===== config.mk =====
export PLATFORM = sky130hd
export DESIGN_NAME = register_bank_8_flat
export DESIGN_NICKNAME = d
export VERILOG_FILES = /design/src/rtl/register_bank_8_pkg.sv /design/src/rtl/register_bank_8_if.sv /design/src/rtl/register_bank_8_reg_cell.sv /design/src/rtl/register_bank_8.sv /design/src/flat_wrapper.sv
export SDC_FILE = /design/constraint.sdc
export NUM_CORES = 1
export LEC_CHECK = 0
export ABC_AREA = 1
export BUFFER_PORTS_ARGS = -buffer_cell sky130_fd_sc_hd__clkbuf_2
export CAP_MARGIN = 40
export CORE_MARGIN = 1
export CORE_UTILIZATION = 43
export DETAILED_ROUTE_END_ITERATION = 12
export PLACE_DENSITY = 0.68
export SETUP_SLACK_MARGIN = 0.3
export SYNTH_ARGS = -nofsm -noshare
export SYNTH_HDL_FRONTEND = slang
export SYNTH_HIERARCHICAL = 1
export SYNTH_SLANG_ARGS = --single-unit

===== constraint.sdc =====
create_clock -name clk_i -period 1.34 [get_ports clk_i]
set_input_delay 0.268 -clock clk_i [delete_from_list [all_inputs] [get_ports clk_i]]
set_output_delay 0.268 -clock clk_i [all_outputs]
set_load 0.02 [all_outputs]

===== src/rtl/register_bank_8_pkg.sv =====
// Shared register-file constants, reused by the decoder and operand mux.
package register_bank_8_pkg;
  localparam int REG_ADDR_W = 3;
  localparam int NUM_REGS   = 8;
  localparam int DATA_W_DEF = 16;

  typedef logic [REG_ADDR_W-1:0] reg_addr_t;

  // One-hot decode of a register address, gated by a strobe.
  function automatic logic [NUM_REGS-1:0] addr_mask(input logic en, input reg_addr_t addr);
    addr_mask = en ? (NUM_REGS'(1) << addr) : '0;
  endfunction
endpackage


===== src/rtl/register_bank_8_if.sv =====
// Writeback/reservation/read bus of the register bank.
interface register_bank_8_if #(parameter int WIDTH = 16);
  import register_bank_8_pkg::*;

  logic                               wr_en;
  reg_addr_t                          wr_addr;
  logic [WIDTH-1:0]                   wr_data;
  logic                               rsv_en;
  reg_addr_t                          rsv_addr;
  reg_addr_t                          rd_sel;
  logic [NUM_REGS-1:0][WIDTH-1:0]     r;
  logic [NUM_REGS-1:0]                busy;
  logic                               stall;
  logic                               rsv_err;

  modport master (
    output wr_en, wr_addr, wr_data, rsv_en, rsv_addr, rd_sel,
    input  r, busy, stall, rsv_err
  );

  modport slave (
    input  wr_en, wr_addr, wr_data, rsv_en, rsv_addr, rd_sel,
    output r, busy, stall, rsv_err
  );
endinterface


===== src/rtl/register_bank_8_reg_cell.sv =====
// Single WIDTH-bit data register with load enable and async active-high reset.
module reg_cell #(parameter int WIDTH = 16) (
  input  logic             clk_i,
  input  logic             rst_i,
  input  logic             en_i,
  input  logic [WIDTH-1:0] d_i,
  output logic [WIDTH-1:0] q_o
);
  logic [WIDTH-1:0] data_q;

  always_ff @(posedge clk_i or posedge rst_i) begin
    if (rst_i)     data_q <= '0;
    else if (en_i) data_q <= d_i;
  end

  assign q_o = data_q;
endmodule


===== src/rtl/register_bank_8.sv =====
// Eight-entry register bank with per-register busy scoreboard and reservation error pulse.
// Optional REG_BANK_BYPASS_EN: forwards the writeback onto R/BUSY in the write cycle.
module register_bank_8
  import register_bank_8_pkg::*;
#(
  parameter int WIDTH = DATA_W_DEF
) (
  input  logic             clk_i,
  input  logic             rst_i,
  register_bank_8_if.slave bus
);
  logic [NUM_REGS-1:0][WIDTH-1:0] cell_q;
  logic [NUM_REGS-1:0]            wr_mask, rsv_mask;
  logic [NUM_REGS-1:0]            busy_q, busy_d;
  logic                           rsv_err_q, rsv_err_d;

  assign wr_mask  = addr_mask(bus.wr_en,  bus.wr_addr);
  assign rsv_mask = addr_mask(bus.rsv_en, bus.rsv_addr);

  // Reservation wins over a same-edge writeback: it belongs to the newer producer.
  assign busy_d    = (busy_q & ~wr_mask) | rsv_mask;
  assign rsv_err_d = |(rsv_mask & busy_q & ~wr_mask);

  always_ff @(posedge clk_i or posedge rst_i) begin
    if (rst_i) begin
      busy_q    <= '0;
      rsv_err_q <= 1'b0;
    end else begin
      busy_q    <= busy_d;
      rsv_err_q <= rsv_err_d;
    end
  end

  for (genvar i = 0; i < NUM_REGS; i++) begin : g_cell
    reg_cell #(.WIDTH(WIDTH)) u_cell (
      .clk_i (clk_i),
      .rst_i (rst_i),
      .en_i  (wr_mask[i]),
      .d_i   (bus.wr_data),
      .q_o   (cell_q[i])
    );
`ifdef REG_BANK_BYPASS_EN
    assign bus.r[i] = wr_mask[i] ? bus.wr_data : cell_q[i];
`else
    assign bus.r[i] = cell_q[i];
`endif
  end

`ifdef REG_BANK_BYPASS_EN
  assign bus.busy = busy_q & ~(wr_mask & ~rsv_mask);
`else
  assign bus.busy = busy_q;
`endif

  assign bus.stall   = bus.busy[bus.rd_sel];
  assign bus.rsv_err = rsv_err_q;
endmodule


===== src/flat_wrapper.sv =====
// flat-port wrapper written by rule: the top's interface ports become plain ports
module register_bank_8_flat import register_bank_8_pkg::*;
#(
  parameter int WIDTH = DATA_W_DEF
)
  (clk_i, rst_i, bus_wr_en, bus_wr_addr, bus_wr_data, bus_rsv_en, bus_rsv_addr, bus_rd_sel, bus_r, bus_busy, bus_stall, bus_rsv_err);
  register_bank_8_if #(.WIDTH(WIDTH)) bus_i ();
  input  logic clk_i;
  input  logic rst_i;
  input wire logic [$bits(bus_i.wr_en)-1:0] bus_wr_en;
  input wire logic [$bits(bus_i.wr_addr)-1:0] bus_wr_addr;
  input wire logic [$bits(bus_i.wr_data)-1:0] bus_wr_data;
  input wire logic [$bits(bus_i.rsv_en)-1:0] bus_rsv_en;
  input wire logic [$bits(bus_i.rsv_addr)-1:0] bus_rsv_addr;
  input wire logic [$bits(bus_i.rd_sel)-1:0] bus_rd_sel;
  output wire logic [$bits(bus_i.r)-1:0] bus_r;
  output wire logic [$bits(bus_i.busy)-1:0] bus_busy;
  output wire logic [$bits(bus_i.stall)-1:0] bus_stall;
  output wire logic [$bits(bus_i.rsv_err)-1:0] bus_rsv_err;
  assign bus_i.wr_en = bus_wr_en;
  assign bus_i.wr_addr = bus_wr_addr;
  assign bus_i.wr_data = bus_wr_data;
  assign bus_i.rsv_en = bus_rsv_en;
  assign bus_i.rsv_addr = bus_rsv_addr;
  assign bus_i.rd_sel = bus_rd_sel;
  assign bus_r = bus_i.r;
  assign bus_busy = bus_i.busy;
  assign bus_stall = bus_i.stall;
  assign bus_rsv_err = bus_i.rsv_err;
  register_bank_8 #(.WIDTH(WIDTH)) u_core (.clk_i(clk_i), .rst_i(rst_i), .bus(bus_i));
endmodule

==> flow_metrics.py, run 1 <==
metrics = {
    "status": {
        "outcome": "finished, violations left",
        "violations": "negative setup slack",
    },
    "timing": {
        "fin_skew_ps": 1.06,
        "grt_setup_unrepaired": "yes",
        "slew_violations": 0,
        "relSlewSlack_pct": 75.0,
        "fmax_ghz": 0.579,
        "min_period_over_period_pct": 129,
        "period_needed_ps": 1730,
        "finalSetupViolations": 4,
        "setup_slack_ps": -386,
        "fin_setup_tns_ps": -530,
        "hold_violations": 0,
        "worst_slew_pin_slew_ps": 375,
    },
    "layout": {
        "fin_nets": 991,
        "antenna_cells": 0,
        "syn_to_final_growth_pct": 66.0,
        "seq_area_sq_um": 3430,
        "multi_input_area_sq_um": 1910,
        "fillCellCount": 854,
        "drive_above_1_share_pct": 44.0,
    },
    "drt": {
        "wl_per_cell_microns": 17.8,
        "drc": 0,
        "wl_mm": 20.5,
        "postRouteAntennaNets": 0,
        "drtPass1Iterations": 5,
        "vias": 5637,
        "drt_iter0_drc": 602,
        "vias_per_cell": 4.90,
    },
    "critical_path": {
        "path_depth": 7,
        "worstReg2RegStart": "u_core/bus.busy[3]$_DFF_PP0_",
        "r2r_cells": 6,
        "r2r_slack_ps": 310,
        "critPathLaunch": "u_core/bus.busy[5]$_DFF_PP0_",
        "required_ps": 1070,
        "crit_slowest_cell": "dfrtp_2",
        "cp_cell_sequence": "inv_2, a21oi_2, o21ai_1, o21ai_1, nand2_1, nand2_2, buf_8",
        "cp_num_buf_inv": 2,
        "crit_type": "register to output pin",
        "cp-end-kind": "output pin",
        "cp.arrival_ps": 1460,
        "cpLargestDelayFamily": "flip-flops",
        "worstPathMaxFanout": 2,
        "critical-path-max-stage-delay_ps": 420,
        "crit_path_frequent_cell": "o21ai_1",
        "worst_setup_path_start_kind": "register",
    },
    "yosys": {
        "ys_seq_area_share_pct": 59.1,
        "synth.ff_latch_count": 137,
        "syn_nets": 681,
        "syn_area_per_cell_sq_um": 8.89,
        "syn-cell-area_sq_um": 5800,
        "synth-adder-area-share_pct": 0,
        "synth-xor-area-share_pct": 0,
        "ys_types": 15,
        "synthMuxAreaShare_pct": 0,
        "synth_top_family_by_area": "simple AND/OR/NAND/NOR gates",
        "netlist_instances": 652,
        "ys_warn_count": 6,
        "synth-simple-area-share_pct": 30.5,
        "synth_compound_area_share_pct": 1.42,
    },
    "clock_tree": {
        "clk_pin_slew_worst_paths_ps": 60,
        "h-tree-depth": 4,
        "cts-root-buf": "clkbuf_16",
        "clk_path_buf_depth": 2,
        "insertion_delay_ps": 420,
        "cts_tree": "done",
        "clock-sinks": 137,
        "numCtsBuffers": 17,
    },
    "flow_run": {
        "max_cap_violations": 0,
    },
    "grt": {
        "antenna_found_initial": 0,
        "grt_max_degree": 19,
        "grt_pass1_wl_mm": 29.6,
        "grt-ovfl-total": 0,
        "grt_pass1_vias": 5375,
        "grt_usage_pct": 28.5,
    },
    "die": {
        "dieArea_sq_um": 13900,
        "start_util_pct": 43.9,
        "ios": 167,
        "die_y_microns": 118,
        "fp.dieW_microns": 118,
        "rows": 42,
        "core-area_sq_um": 13200,
    },
    "worst_hold_path": {
        "min-delay-start": "bus_rsv_addr[0]",
        "hp-class": "primary input to register",
        "worstHoldPathCells": 3,
    },
    "pwr": {
        "pwr_density_cell_nw_per_um2": 1650,
        "power.leakage_nw": 5.30,
        "ir_worst_vdd_mv": 0.861,
    },
    "placement": {
        "place_ws_ps": 37.6,
        "dp_hpwl_mm": 10.8,
        "place_congestion": 0.864,
        "numPortBuffers": 166,
    },
}
-- final cells by class --
class | count | area share [%]
well taps | 176 | 2.29
multi-input cells | 454 | 19.9
clock buffers | 24 | 5.11
inverters | 37 | 1.95
clock inverters | 8 | 0.962
flip-flops and latches | 137 | 35.7
repair buffers | 315 | 34.1
-- repair_timing --
item | in CTS | in global routing
hold endpoints to repair | 12 | 0
gates cloned | 0 | 0
setup buffers | 76 | 52
pin swaps | 5 | 3
endpoints found under the setup margin | 138 | 148
hold buffers | 1 | 0
gates resized for setup | 259 | 21
-- placed cells by master, fill, tap and decap left out --
cell type / count
inv_6: 9
nor2_1: 12
nand2_1: 357
dlygate4sd3_1: 1
dfrtp_1: 133
nor2_2: 3
nand3_1: 6
clkinvlp_4: 2
buf_6: 6
clkbuf_2: 28
inv_1: 20
inv_2: 7
dfrtp_2: 4
clkinv_2: 5
clkbuf_16: 17
a21oi_2: 2
nand3_2: 2
o21ai_0: 7
bufinv_16: 2
buf_8: 12
buf_12: 8
nor2_4: 1
buf_4: 136
o22ai_1: 2
clkbuf_1: 3
nand2_2: 57
o21ai_1: 5
clkbuf_8: 128
-- per-layer routing --
| layer | wire, microns | GRT usage (%) | vias to the layer above |
|---|---|---|---|
| met3 | 1450 | 8.24 | 52 |
| met2 | 10500 | 47.5 | 285 |
| met4 | 709 | 12.5 | 0 |
| met5 | 0 | 0 | - |
| li1 | - | - | 2585 |
| met1 | 7880 | 34.2 | 2715 |
-- worst min-delay path, cell delays in order --
cell	delay (ps)
clkbuf_2	100
nand2_1	130
o22ai_1	90
-- cell families after synthesis --
kind of cell	Yosys count
buffers and inverters	61
AO/OA/AOI/OAI	16
AND/OR/NAND/NOR	438
flip-flops	137
-- registers in the layout, summed over array words and instances, names as in the netlist --
name,cells
u_core/bus.busy,8
u_core/bus.rsv_err,1
u_core/g_cell.u_cell/q_o,128
-- synth_stat cells --
| library cell | number | area (sq um) |
|---|---|---|
| nand2_2 | 40 | 250 |
| buf_6 | 16 | 180 |
| o21ai_0 | 12 | 60.1 |
| o22ai_1 | 2 | 12.5 |
| nor2_1 | 13 | 48.8 |
| nand2_1 | 374 | 1400 |
| inv_6 | 8 | 70.1 |
| inv_1 | 28 | 105 |
| dfrtp_1 | 137 | 3430 |
| nand3_1 | 7 | 35.0 |
| a21oi_1 | 2 | 10.0 |
| nor2_2 | 3 | 18.8 |
| buf_12 | 8 | 160 |
| inv_2 | 1 | 3.75 |
| nand3_2 | 1 | 10.0 |
-- final timing paths --
kind	endpoint
max	bus_stall
min	u_core/bus.busy[5]$_DFF_PP0_
max reg2reg	u_core/bus.rsv_err$_DFF_PP0_
min reg2reg	u_core/g_cell[2].u_cell/q_o[9]$_DFFE_PP0P_
max in group asynchronous	u_core/g_cell[1].u_cell/q_o[9]$_DFFE_PP0P_
min in group asynchronous	u_core/g_cell[1].u_cell/q_o[4]$_DFFE_PP0P_
-- stage by stage --
stage	total power [mW]	cells	area, sq um	util [%]	hold WS [ps]
finish	15.8	1151	9620	73.0	213
global route	16.4	1151	9620	73.0	229
CTS	15.1	1099	9200	69.7	185
detailed placement	8.60	990	6810	51.7	381
global placement	8.55	990	6810	51.7	379
floorplan	7.30	652	5850	-	95.6
-- power breakdown --
group / switching (mW) / internal, mW
clock network: 1.75 / 2.92
logic: 2.56 / 3.05
registers: 0.629 / 4.93
Power figures use the tool's default switching activity.
==> run 2, diff against run 1 <==
- REMOVE_ABC_BUFFERS: default -> 1
==> run 2 against run 1 <==
Compared with the run above:
- the run still ends with negative setup slack left
- non-clock buffer count decreased by 12
- sequential share of layout area increased by 0.48 points
- wire length decreased by 2.9%
- largest power group is now registers
- highest routed layer unchanged
==> flow_metrics.py, run 2 (synthesized netlist as in run 1, its figures left out) <==
metrics = {
    "pwr": {
        "p_int_mw": 11.0,
        "p_clk_share_pct": 30.7,
        "p_sw_mw": 4.83,
        "seq_power_share_pct": 35.0,
        "power.leakage_nw": 5.27,
        "pwr_density_cell_nw_per_um2": 1670,
        "ir_worst_vdd_mv": 0.773,
        "swShare_pct": 30.5,
        "combPwrFrac_pct": 34.2,
    },
    "drt": {
        "vias_per_cell": 4.80,
        "vias": 5468,
        "wl_met1_mm": 7.91,
        "wl_met3_mm": 1.57,
        "drc": 0,
        "wl_mm": 19.9,
        "route.met2.wl_mm": 9.78,
        "postRouteAntennaNets": 0,
        "drtPass1Iterations": 4,
        "wl_per_cell_microns": 17.5,
        "drt_iter0_drc": 468,
        "top_layer_used": "met4",
    },
    "die": {
        "rows": 42,
        "ios": 167,
        "fp.dieW_microns": 118,
        "core-area_sq_um": 13200,
        "die_y_microns": 118,
        "start_util_pct": 43.9,
        "dieArea_sq_um": 13900,
    },
    "timing": {
        "fmax_ghz": 0.612,
        "grt_setup_unrepaired": "yes",
        "slew_violations": 0,
        "fin_skew_ps": 3.19,
        "hold_violations": 0,
        "min_period_over_period_pct": 122,
        "relSlewSlack_pct": 73.1,
        "finalSetupViolations": 9,
        "setup_slack_ps": -294,
        "worst_slew_pin_slew_ps": 404,
        "period_needed_ps": 1630,
        "whs_ps": 212,
    },
    "clock_tree": {
        "numCtsBuffers": 17,
        "cts_tree": "done",
        "clk_path_buf_depth": 2,
        "h-tree-depth": 4,
        "cts-root-buf": "clkbuf_16",
        "clk_pin_slew_worst_paths_ps": 60,
        "insertion_delay_ps": 420,
        "clock-sinks": 137,
    },
    "layout": {
        "final_common_cell": "nand2_1",
        "largest_reg_flops": 128,
        "fin_area_sq_um": 9480,
        "final_cells": 1139,
        "multi_input_area_sq_um": 1860,
        "seq_area_sq_um": 3430,
        "fin_nets": 979,
        "syn_to_final_growth_pct": 63.5,
        "fin_util_pct": 71.9,
        "fillCellCount": 913,
        "antenna_cells": 0,
        "mostFrequentLayoutCells": "nand2_1, dfrtp_1, clkbuf_8, buf_4, nand2_2",
        "drive_above_1_share_pct": 40.4,
    },
    "grt": {
        "grt_pass1_vias": 5139,
        "antenna_found_initial": 0,
        "grt_usage_pct": 28.3,
        "grt_pass1_wl_mm": 29.1,
        "grt-ovfl-total": 0,
        "grt_max_degree": 18,
    },
    "placement": {
        "placed_cells": 995,
        "dp_hpwl_mm": 10.8,
        "place_area_sq_um": 6770,
        "place_ws_ps": 46.5,
        "numPortBuffers": 166,
        "place_congestion": 0.962,
    },
    "critical_path": {
        "cp.arrival_ps": 1370,
        "worstPathMaxFanout": 2,
        "crit_type": "register to output pin",
        "cp-end-kind": "output pin",
        "worst_setup_path_start_kind": "register",
        "required_ps": 1070,
    },
    "flow_run": {
        "max_cap_violations": 0,
    },
    "status": {
        "outcome": "finished, violations left",
        "violations": "negative setup slack",
    },
    "worst_hold_path": {
        "hp-class": "primary input to register",
    },
}
-- run 2: cell count changes in the layout (fill, tap and decap cells not counted), sizes merged --
cell      before  now
bufinv         2    3
buf          162  145
clkbuf       176  181
inv           36   37
clkinvlp       2    0
-- run 2: path summary, 6_finish.rpt --
kind | start | endpoint | slack [ps] | cells after the start
max | u_core/bus.busy[5]$_DFF_PP0_ | bus_stall | -290 | 7
min | bus_rsv_addr[0] | u_core/bus.busy[7]$_DFF_PP0_ | 210 | 3
max reg2reg | u_core/bus.busy[5]$_DFF_PP0_ | u_core/bus.rsv_err$_DFF_PP0_ | 280 | 6
min reg2reg | u_core/g_cell[7].u_cell/q_o[15]$_DFFE_PP0P_ | u_core/g_cell[7].u_cell/q_o[15]$_DFFE_PP0P_ | 490 | 2
max in group asynchronous | rst_i | u_core/g_cell[1].u_cell/q_o[15]$_DFFE_PP0P_ | 480 | 4
min in group asynchronous | rst_i | u_core/g_cell[1].u_cell/q_o[11]$_DFFE_PP0P_ | 450 | 3
-- run 2: layer usage --
| metal | vias to the layer above | track usage (%) |
|---|---|---|
| li1 | 2561 | - |
| met1 | 2594 | 36.1 |
| met2 | 269 | 45.9 |
| met3 | 44 | 6.78 |
| met4 | 0 | 12.2 |
| met5 | - | 0 |
-- run 2: layout make-up --
cell class / count / area share (%)
inverters: 37 / 1.89
clock buffers: 24 / 5.29
clock inverters: 8 / 1.21
flip-flops and latches: 137 / 36.2
repair buffers: 303 / 33.5
multi-input cells: 454 / 19.6
well taps: 176 / 2.32
-- run 2: per-stage QoR --
stage / power (mW) / setup TNS (ps)
6_report: 15.8 / -630
3_5_place_dp: 8.57 / 0
2_1_floorplan: 7.20 / 0
5_1_grt: 16.5 / -1040
4_1_cts: 15.2 / -614
3_3_place_gp: 8.52 / 0
-- run 2: power groups by stage --
stage	Clock (mW)	Combinational, mW	Sequential, mW
global placement	0	3.01	5.50
CTS	4.90	4.77	5.51
detailed placement	0	3.06	5.51
finish	4.86	5.42	5.55
global route	5.15	5.71	5.61
floorplan	0	0.796	6.40
-- run 2: what timing repair did --
item	4_1_cts	5_1_grt
setup endpoints to repair	138	139
hold endpoints to repair	6	0
pin swaps	1	1
hold buffers	1	0
setup buffers	58	53
gates resized for setup	260	14
-- run 2: critical path, cell delays in order, from the launching register on --
cell and delay, ps:
dfrtp_1 360, inv_2 50, a21oi_2 110, o21ai_1 70, o21ai_1 80, nand2_1 60
nand2_1 70, clkbuf_8 140
